$ cat src/rtl/memory_pkg.sv
// rtl/memory_pkg.sv - shared state encoding, counter width and byte-mask helper for memory_wait_pipe
package memory_pkg;

    typedef enum logic [1:0] {
        MEM_IDLE   = 2'd0,
        MEM_WAIT   = 2'd1,
        MEM_ACCESS = 2'd2
    } mem_state_t;

    localparam int WS_CWIDTH   = 4;
    // Widest byte-lane count the helper supports; callers zero-extend and truncate.
    localparam int MAX_BEWIDTH = 32;

    // Expands each byte-enable bit into a full byte of mask bits.
    function automatic logic [MAX_BEWIDTH*8-1:0] be_to_mask(input logic [MAX_BEWIDTH-1:0] i_be);
        logic [MAX_BEWIDTH*8-1:0] w_mask;
        for (int k = 0; k < MAX_BEWIDTH; k++) begin
            w_mask[8*k +: 8] = {8{i_be[k]}};
        end
        return w_mask;
    endfunction

endpackage

$ cat src/rtl/memory_wait_pipe_if.sv
// rtl/memory_wait_pipe_if.sv - cyc/stb/we/ack/stall data-port bus between core and memory_wait_pipe
interface memory_wait_pipe_if #(
    parameter int AWIDTH = 5,
    parameter int DWIDTH = 32
);
    localparam int BEWIDTH = DWIDTH / 8;

    logic               m_i_cyc;
    logic               m_i_stb;
    logic               m_i_we;
    logic               m_i_rd;
    logic [BEWIDTH-1:0] m_i_byte_enable;
    logic [AWIDTH-1:0]  m_i_load_addr;
    logic [AWIDTH-1:0]  m_i_store_addr;
    logic [DWIDTH-1:0]  m_i_data_store;
    logic [DWIDTH-1:0]  m_o_read_data;
    logic               m_o_ack;
    logic               m_o_err;
    logic               m_o_stall;

    modport slave (
        input  m_i_cyc, m_i_stb, m_i_we, m_i_rd, m_i_byte_enable,
        input  m_i_load_addr, m_i_store_addr, m_i_data_store,
        output m_o_read_data, m_o_ack, m_o_err, m_o_stall
    );

    modport master (
        output m_i_cyc, m_i_stb, m_i_we, m_i_rd, m_i_byte_enable,
        output m_i_load_addr, m_i_store_addr, m_i_data_store,
        input  m_o_read_data, m_o_ack, m_o_err, m_o_stall
    );

endinterface

$ cat src/rtl/memory_byte_merge.sv
// rtl/memory_byte_merge.sv - combinational byte-lane merge of new write data into an old word
module memory_byte_merge
    import memory_pkg::*;
#(
    parameter int DWIDTH = 32
) (
    input  logic [DWIDTH-1:0]   i_old,
    input  logic [DWIDTH-1:0]   i_new,
    input  logic [DWIDTH/8-1:0] i_be,
    output logic [DWIDTH-1:0]   o_merged
);
    localparam int BEWIDTH = DWIDTH / 8;

    logic [MAX_BEWIDTH-1:0] w_be_ext;
    logic [DWIDTH-1:0]      w_mask;

    // Widen the enables to the helper's fixed width; unused lanes stay disabled
    always_comb begin
        w_be_ext              = '0;
        w_be_ext[BEWIDTH-1:0] = i_be;
    end

    assign w_mask   = DWIDTH'(be_to_mask(w_be_ext));
    assign o_merged = (i_old & ~w_mask) | (i_new & w_mask);

endmodule

$ cat src/rtl/memory_wait_pipe.sv
// rtl/memory_wait_pipe.sv - wait-state data memory slave; optional MEMORY_BOUND_CHECK_EN adds out-of-range error responses
module memory_wait_pipe
    import memory_pkg::*;
#(
    parameter int AWIDTH      = 5,
    parameter int DWIDTH      = 32,
    parameter int DEPTH       = 1 << AWIDTH,
    parameter int WAIT_STATES = 0
) (
    input  logic                m_clk,
    input  logic                m_rst,
    memory_wait_pipe_if.slave   s_bus
);
    localparam int BEWIDTH = DWIDTH / 8;
    // With zero wait states this wraps, but the counter is never consulted then.
    localparam logic [WS_CWIDTH-1:0] CNT_INIT = WS_CWIDTH'(WAIT_STATES - 1);

    mem_state_t           r_state;
    logic [WS_CWIDTH-1:0] r_cnt;
    logic                 r_we;
    logic                 r_rd;
    logic                 r_oob;
    logic [AWIDTH-1:0]    r_ld;
    logic [AWIDTH-1:0]    r_st;
    logic [DWIDTH-1:0]    r_data;
    logic [BEWIDTH-1:0]   r_be;
    logic                 r_ack;
    logic                 r_err;
    logic                 r_stall;
    logic [DWIDTH-1:0]    r_read_data;
    logic [DWIDTH-1:0]    r_mem [DEPTH];

    logic                 w_oob_req;
    logic                 w_wr_fire;
    logic [DWIDTH-1:0]    w_merged;

`ifdef MEMORY_BOUND_CHECK_EN
    localparam logic [AWIDTH:0] DEPTH_LIM = (AWIDTH + 1)'(DEPTH);
    assign w_oob_req = (s_bus.m_i_we && ({1'b0, s_bus.m_i_store_addr} >= DEPTH_LIM)) ||
                       (s_bus.m_i_rd && ({1'b0, s_bus.m_i_load_addr}  >= DEPTH_LIM));
`else
    assign w_oob_req = 1'b0;
`endif

    // A write lands only on an ACCESS edge that was not aborted and is in range
    assign w_wr_fire = (r_state == MEM_ACCESS) && s_bus.m_i_cyc && r_we && !r_oob;

    memory_byte_merge #(
        .DWIDTH (DWIDTH)
    ) u_merge (
        .i_old    (r_mem[r_st]),
        .i_new    (r_data),
        .i_be     (r_be),
        .o_merged (w_merged)
    );

    // Word storage: cleared on reset, updated with the merged word on a committed write
    always_ff @(posedge m_clk or negedge m_rst) begin
        if (!m_rst) begin
            for (int i = 0; i < DEPTH; i++) begin
                r_mem[i] <= '0;
            end
        end else if (w_wr_fire) begin
            r_mem[r_st] <= w_merged;
        end
    end

    // Request FSM: accept in IDLE, count wait states, complete or abort, pulse ack/err
    always_ff @(posedge m_clk or negedge m_rst) begin
        if (!m_rst) begin
            r_state     <= MEM_IDLE;
            r_cnt       <= '0;
            r_we        <= 1'b0;
            r_rd        <= 1'b0;
            r_oob       <= 1'b0;
            r_ld        <= '0;
            r_st        <= '0;
            r_data      <= '0;
            r_be        <= '0;
            r_ack       <= 1'b0;
            r_err       <= 1'b0;
            r_stall     <= 1'b0;
            r_read_data <= '0;
        end else begin
            r_ack <= 1'b0;
            r_err <= 1'b0;
            case (r_state)
                MEM_IDLE: begin
                    if (s_bus.m_i_cyc && s_bus.m_i_stb) begin
                        r_we    <= s_bus.m_i_we;
                        r_rd    <= s_bus.m_i_rd;
                        r_ld    <= s_bus.m_i_load_addr;
                        r_st    <= s_bus.m_i_store_addr;
                        r_data  <= s_bus.m_i_data_store;
                        r_be    <= s_bus.m_i_byte_enable;
                        r_oob   <= w_oob_req;
                        r_cnt   <= CNT_INIT;
                        r_stall <= 1'b1;
                        r_state <= (WAIT_STATES > 0) ? MEM_WAIT : MEM_ACCESS;
                    end
                end
                MEM_WAIT: begin
                    r_cnt <= r_cnt - 1'b1;
                    if (!s_bus.m_i_cyc) begin
                        r_stall <= 1'b0;
                        r_state <= MEM_IDLE;
                    end else if (r_cnt == '0) begin
                        r_state <= MEM_ACCESS;
                    end
                end
                MEM_ACCESS: begin
                    r_stall <= 1'b0;
                    r_state <= MEM_IDLE;
                    if (s_bus.m_i_cyc) begin
                        if (r_oob) begin
                            r_err <= 1'b1;
                        end else begin
                            r_ack <= 1'b1;
                            // Nonblocking read returns the word as it was before this edge's write
                            if (r_rd) begin
                                r_read_data <= r_mem[r_ld];
                            end
                        end
                    end
                end
                default: begin
                    r_stall <= 1'b0;
                    r_state <= MEM_IDLE;
                end
            endcase
        end
    end

    assign s_bus.m_o_ack       = r_ack;
    assign s_bus.m_o_err       = r_err;
    assign s_bus.m_o_stall     = r_stall;
    assign s_bus.m_o_read_data = r_read_data;

endmodule

$ cat src/flat_wrapper.sv
// flat-port wrapper written by rule: the top's interface ports become plain ports
module memory_wait_pipe_flat import memory_pkg::*;
#(
    parameter int AWIDTH      = 5,
    parameter int DWIDTH      = 32,
    parameter int DEPTH       = 1 << AWIDTH,
    parameter int WAIT_STATES = 0
)
  (m_clk, m_rst, s_bus_m_i_cyc, s_bus_m_i_stb, s_bus_m_i_we, s_bus_m_i_rd, s_bus_m_i_byte_enable, s_bus_m_i_load_addr, s_bus_m_i_store_addr, s_bus_m_i_data_store, s_bus_m_o_read_data, s_bus_m_o_ack, s_bus_m_o_err, s_bus_m_o_stall);
  memory_wait_pipe_if #(.AWIDTH(AWIDTH), .DWIDTH(DWIDTH)) s_bus_i ();
  input  logic m_clk;
  input  logic m_rst;
  input wire logic [$bits(s_bus_i.m_i_cyc)-1:0] s_bus_m_i_cyc;
  input wire logic [$bits(s_bus_i.m_i_stb)-1:0] s_bus_m_i_stb;
  input wire logic [$bits(s_bus_i.m_i_we)-1:0] s_bus_m_i_we;
  input wire logic [$bits(s_bus_i.m_i_rd)-1:0] s_bus_m_i_rd;
  input wire logic [$bits(s_bus_i.m_i_byte_enable)-1:0] s_bus_m_i_byte_enable;
  input wire logic [$bits(s_bus_i.m_i_load_addr)-1:0] s_bus_m_i_load_addr;
  input wire logic [$bits(s_bus_i.m_i_store_addr)-1:0] s_bus_m_i_store_addr;
  input wire logic [$bits(s_bus_i.m_i_data_store)-1:0] s_bus_m_i_data_store;
  output wire logic [$bits(s_bus_i.m_o_read_data)-1:0] s_bus_m_o_read_data;
  output wire logic [$bits(s_bus_i.m_o_ack)-1:0] s_bus_m_o_ack;
  output wire logic [$bits(s_bus_i.m_o_err)-1:0] s_bus_m_o_err;
  output wire logic [$bits(s_bus_i.m_o_stall)-1:0] s_bus_m_o_stall;
  assign s_bus_i.m_i_cyc = s_bus_m_i_cyc;
  assign s_bus_i.m_i_stb = s_bus_m_i_stb;
  assign s_bus_i.m_i_we = s_bus_m_i_we;
  assign s_bus_i.m_i_rd = s_bus_m_i_rd;
  assign s_bus_i.m_i_byte_enable = s_bus_m_i_byte_enable;
  assign s_bus_i.m_i_load_addr = s_bus_m_i_load_addr;
  assign s_bus_i.m_i_store_addr = s_bus_m_i_store_addr;
  assign s_bus_i.m_i_data_store = s_bus_m_i_data_store;
  assign s_bus_m_o_read_data = s_bus_i.m_o_read_data;
  assign s_bus_m_o_ack = s_bus_i.m_o_ack;
  assign s_bus_m_o_err = s_bus_i.m_o_err;
  assign s_bus_m_o_stall = s_bus_i.m_o_stall;
  memory_wait_pipe #(.AWIDTH(AWIDTH), .DWIDTH(DWIDTH), .DEPTH(DEPTH), .WAIT_STATES(WAIT_STATES)) u_core (.m_clk(m_clk), .m_rst(m_rst), .s_bus(s_bus_i));
endmodule
$ cat config.mk
export PLATFORM = sky130hd
export DESIGN_NAME = memory_wait_pipe_flat
export DESIGN_NICKNAME = d
export VERILOG_FILES = /design/src/rtl/memory_pkg.sv /design/src/rtl/memory_wait_pipe_if.sv /design/src/rtl/memory_byte_merge.sv /design/src/rtl/memory_wait_pipe.sv /design/src/flat_wrapper.sv
export SDC_FILE = /design/constraint.sdc
export NUM_CORES = 2
export LEC_CHECK = 0
export ABC_AREA = 1
export ABC_CLOCK_PERIOD_IN_PS = 1800
export CORE_ASPECT_RATIO = 2
export CORE_MARGIN = 5
export CORE_UTILIZATION = 40
export CTS_BUF_LIST = sky130_fd_sc_hd__clkbuf_2
export CTS_CLUSTER_DIAMETER = 40
export CTS_CLUSTER_SIZE = 20
export DETAILED_ROUTE_END_ITERATION = 10
export PLACE_DENSITY = 0.67
export SETUP_SLACK_MARGIN = 0.15
export SLEW_MARGIN = 20
export SYNTH_ARGS = -nofsm -noshare
export SYNTH_HDL_FRONTEND = slang
export SYNTH_SLANG_ARGS = --single-unit
$ cat constraint.sdc
create_clock -name m_clk -period 1.8 [get_ports m_clk]
set_input_delay 0.18 -clock m_clk [delete_from_list [all_inputs] [get_ports m_clk]]
set_output_delay 0.18 -clock m_clk [all_outputs]
set_load 0.1 [all_outputs]
==> impl_metrics.json <==
{
  "status": "finished with violations",
  "failed_checks": "setup timing",
  "stdcell_count": 13000,
  "ys_types": 18,
  "synth_top_area_share": 0.429,
  "intPower_mw": 42.4,
  "hpwlAfterDp_microns": 215000,
  "yosysSeqAreaShare": 0.429,
  "first_global_vias": 75100,
  "syn_nets": 10200,
  "fmax_ghz": 0.345,
  "power_density_nw_per_um2": 840,
  "yosysTopAreaCell": "dfrtp_1",
  "avgSynthCellArea_sq_um": 6.35,
  "grt_overflow": 0,
  "drv_cap": 0,
  "dpl-instance-area_sq_um": 75800,
  "grtUsageMet3": 0.112,
  "layout_common_cells": "nand2_1, nand3_1, dfrtp_1, buf_4, buf_12",
  "final_antenna_net_count": 0,
  "core_sq_um": 161000,
  "area_delta_synth_final_pct": 36.3,
  "die_w_microns": 294,
  "timing.final.ws_setup_ps": -1100,
  "initial_core_util": 0.402,
  "yosysWarnings": 0,
  "fillers": 14700,
  "drive_above_1_share": 0.201,
  "fin_util": 0.548,
  "synth.area.top_cells": "dfrtp_1, nand2_1, nand3_1",
  "tns_ps": -827230,
  "design_area_sq_um": 88000,
  "fin_nets": 10800,
  "hold_viol": 0,
  "routedWlPerCell_microns": 27.0,
  "die_h_microns": 578,
  "power_mw": 73.9,
  "max-slew-margin-rel": 0.401,
  "grt_pass1_wl_microns": 501000,
  "ios": 87,
  "via_per_inst": 6.06,
  "skew_ps": 189,
  "switching_share": 0.426,
  "port_buffers": 85,
  "path_clk_slew_ps": 360,
  "drt-initial-drc-count": 12000,
  "clock_latency_ps": 1860,
  "die-area_sq_um": 170000,
  "synth-seq-cells": 1106,
  "leakage_nw": 46.2,
  "p_clk_frac": 0.213,
  "dp_slack_ps": -481,
  "arrival_ps": 2720,
  "grtUsageMet2": 0.599,
  "worstSetupStartpointType": "flop",
  "antenna_found_initial": 10,
  "dp.cells": 12400,
  "cp-end-kind": "output port",
  "cts_tree": "yes",
  "gp_congestion": 1.02,
  "drc": 0,
  "hp-class": "input port to flop",
  "clock_path_buffers": 3,
  "synth_area_sq_um": 64500,
  "grt_usage": 0.395,
  "routed_wirelength_microns": 350000,
  "first_pass_iters": 8,
  "met1_usage": 0.431,
  "grt_max_degree": 97,
  "crit_fanout": 2,
  "root_buffer": "clkbuf_2",
  "cts.sinks": 1106,
  "timing.final.crit_period_ps": 2900,
  "cp.required_ps": 1620,
  "htree_num_levels": 3,
  "hold_ws_ps": 62.2,
  "num_vias": 78600,
  "num_rows": 208,
  "p_sw_mw": 31.5,
  "layout_commonest_cell": "nand2_1",
  "grt.busiest_layer": "met2",
  "p_comb_frac": 0.412,
  "worst_slew_pin_slew_ps": 898,
  "crit_type": "flop to output port",
  "setup-violations-final": 1121,
  "peakVddDrop_mv": 1.44,
  "netlist_instances": 10200,
  "finalCritPeriodShare": 1.61,
  "rsz0062_at_grt": "true",
  "pwr-share-seq": 0.375,
  "slew_violations": 0,
  "cts_made_buffers": 111
}
-- logic make-up (layout without fill, tap and decap cells) --
kind of cell | count (synthesis) | after routing | synth area share
and+or+nand+nor | 8075 | 8075 | 0.509
buffers and inverters | 932 | 1625 | 0.0584
AOI/OAI and AO/OA | 45 | 45 | 0.00349
DFF | 1106 | 1106 | 0.429
other | 1 | 12 | 0.0000581
-- power groups by stage --
stage,Combinational [mW],Sequential [mW],Clock (mW)
floorplan,10.4,29.6,0
global placement,22.7,27.8,0
detailed placement,22.8,27.9,0
CTS,27.8,27.6,15.7
global route,31.1,27.9,16.6
finish,30.4,27.7,15.7
-- state kept, by name (all words and copies together), names as in the netlist --
register / cells
u_core.r_be: 4
u_core.s_bus.m_o_read_data: 32
u_core.r_rd: 1
u_core.r_we: 1
u_core.r_st: 5
u_core.s_bus.m_o_ack: 1
u_core.r_mem: 1024
u_core.r_data: 32
u_core.s_bus.m_o_stall: 1
u_core.r_ld: 5
-- path summary, 6_finish.rpt --
path | from | endpoint | slack [ps] | cells past startpoint
min in group asynchronous | m_rst | u_core.r_mem[607]$_DFFE_PN0P_ | 630 | 6
hold reg to reg | u_core.r_mem[743]$_DFFE_PN0P_ | u_core.r_mem[743]$_DFFE_PN0P_ | 530 | 2
setup / recovery | u_core.s_bus.m_o_stall$_DFFE_PN0P_ | s_bus_m_o_stall | -1100 | 2
hold / removal | s_bus_m_i_data_store[25] | u_core.r_data[25]$_DFFE_PN0P_ | 60 | 5
setup reg to reg | u_core.r_st[0]$_DFFE_PN0P_ | u_core.r_mem[308]$_DFFE_PN0P_ | -990 | 19
max in group asynchronous | m_rst | u_core.r_mem[194]$_DFFE_PN0P_ | 190 | 8
-- synthesized netlist by cell type, drive strengths merged --
cell type and n:
nand2 5973, nand3 1986, dfrtp 1106, clkbuf 514
buf 299, inv 118, nor2 107, o21ai 42
nor3 9, a21oi 3, clkinv 1, conb 1
-- timing repair --
action	4_1_cts	5_1_grt
buffers inserted	110	39
endpoints found under the hold margin	2081	0
gates cloned	82	31
pin swaps	231	318
endpoints found under the setup margin	1116	1433
gates resized for setup	730	491
hold buffers	120	0
-- layout make-up --
type	instances	area [sq um]	area share
clock buffers	115	576	0.00654
multi-input cells	8121	37000	0.421
flip-flops and latches	1106	27700	0.315
repair inverters	3	61.3	0.000697
inverters	119	554	0.00630
clock inverters	96	1180	0.0134
diodes	11	27.5	0.000313
repair buffers	1292	18200	0.207
well taps	2100	2630	0.0299
-- critical path, cell delays in order (launching register included) --
cell     delay, ps
dfrtp_4        570
buf_6          130
buf_12         160
-- metal layers --
| metal | up-vias | routed length, microns |
|---|---|---|
| met3 | 2433 | 44400 |
| met1 | 36600 | 108000 |
| met5 | - | 12 |
| met4 | 2 | 48500 |
| met2 | 6398 | 150000 |
| li1 | 33200 | - |
Power figures use the tool's default switching activity.
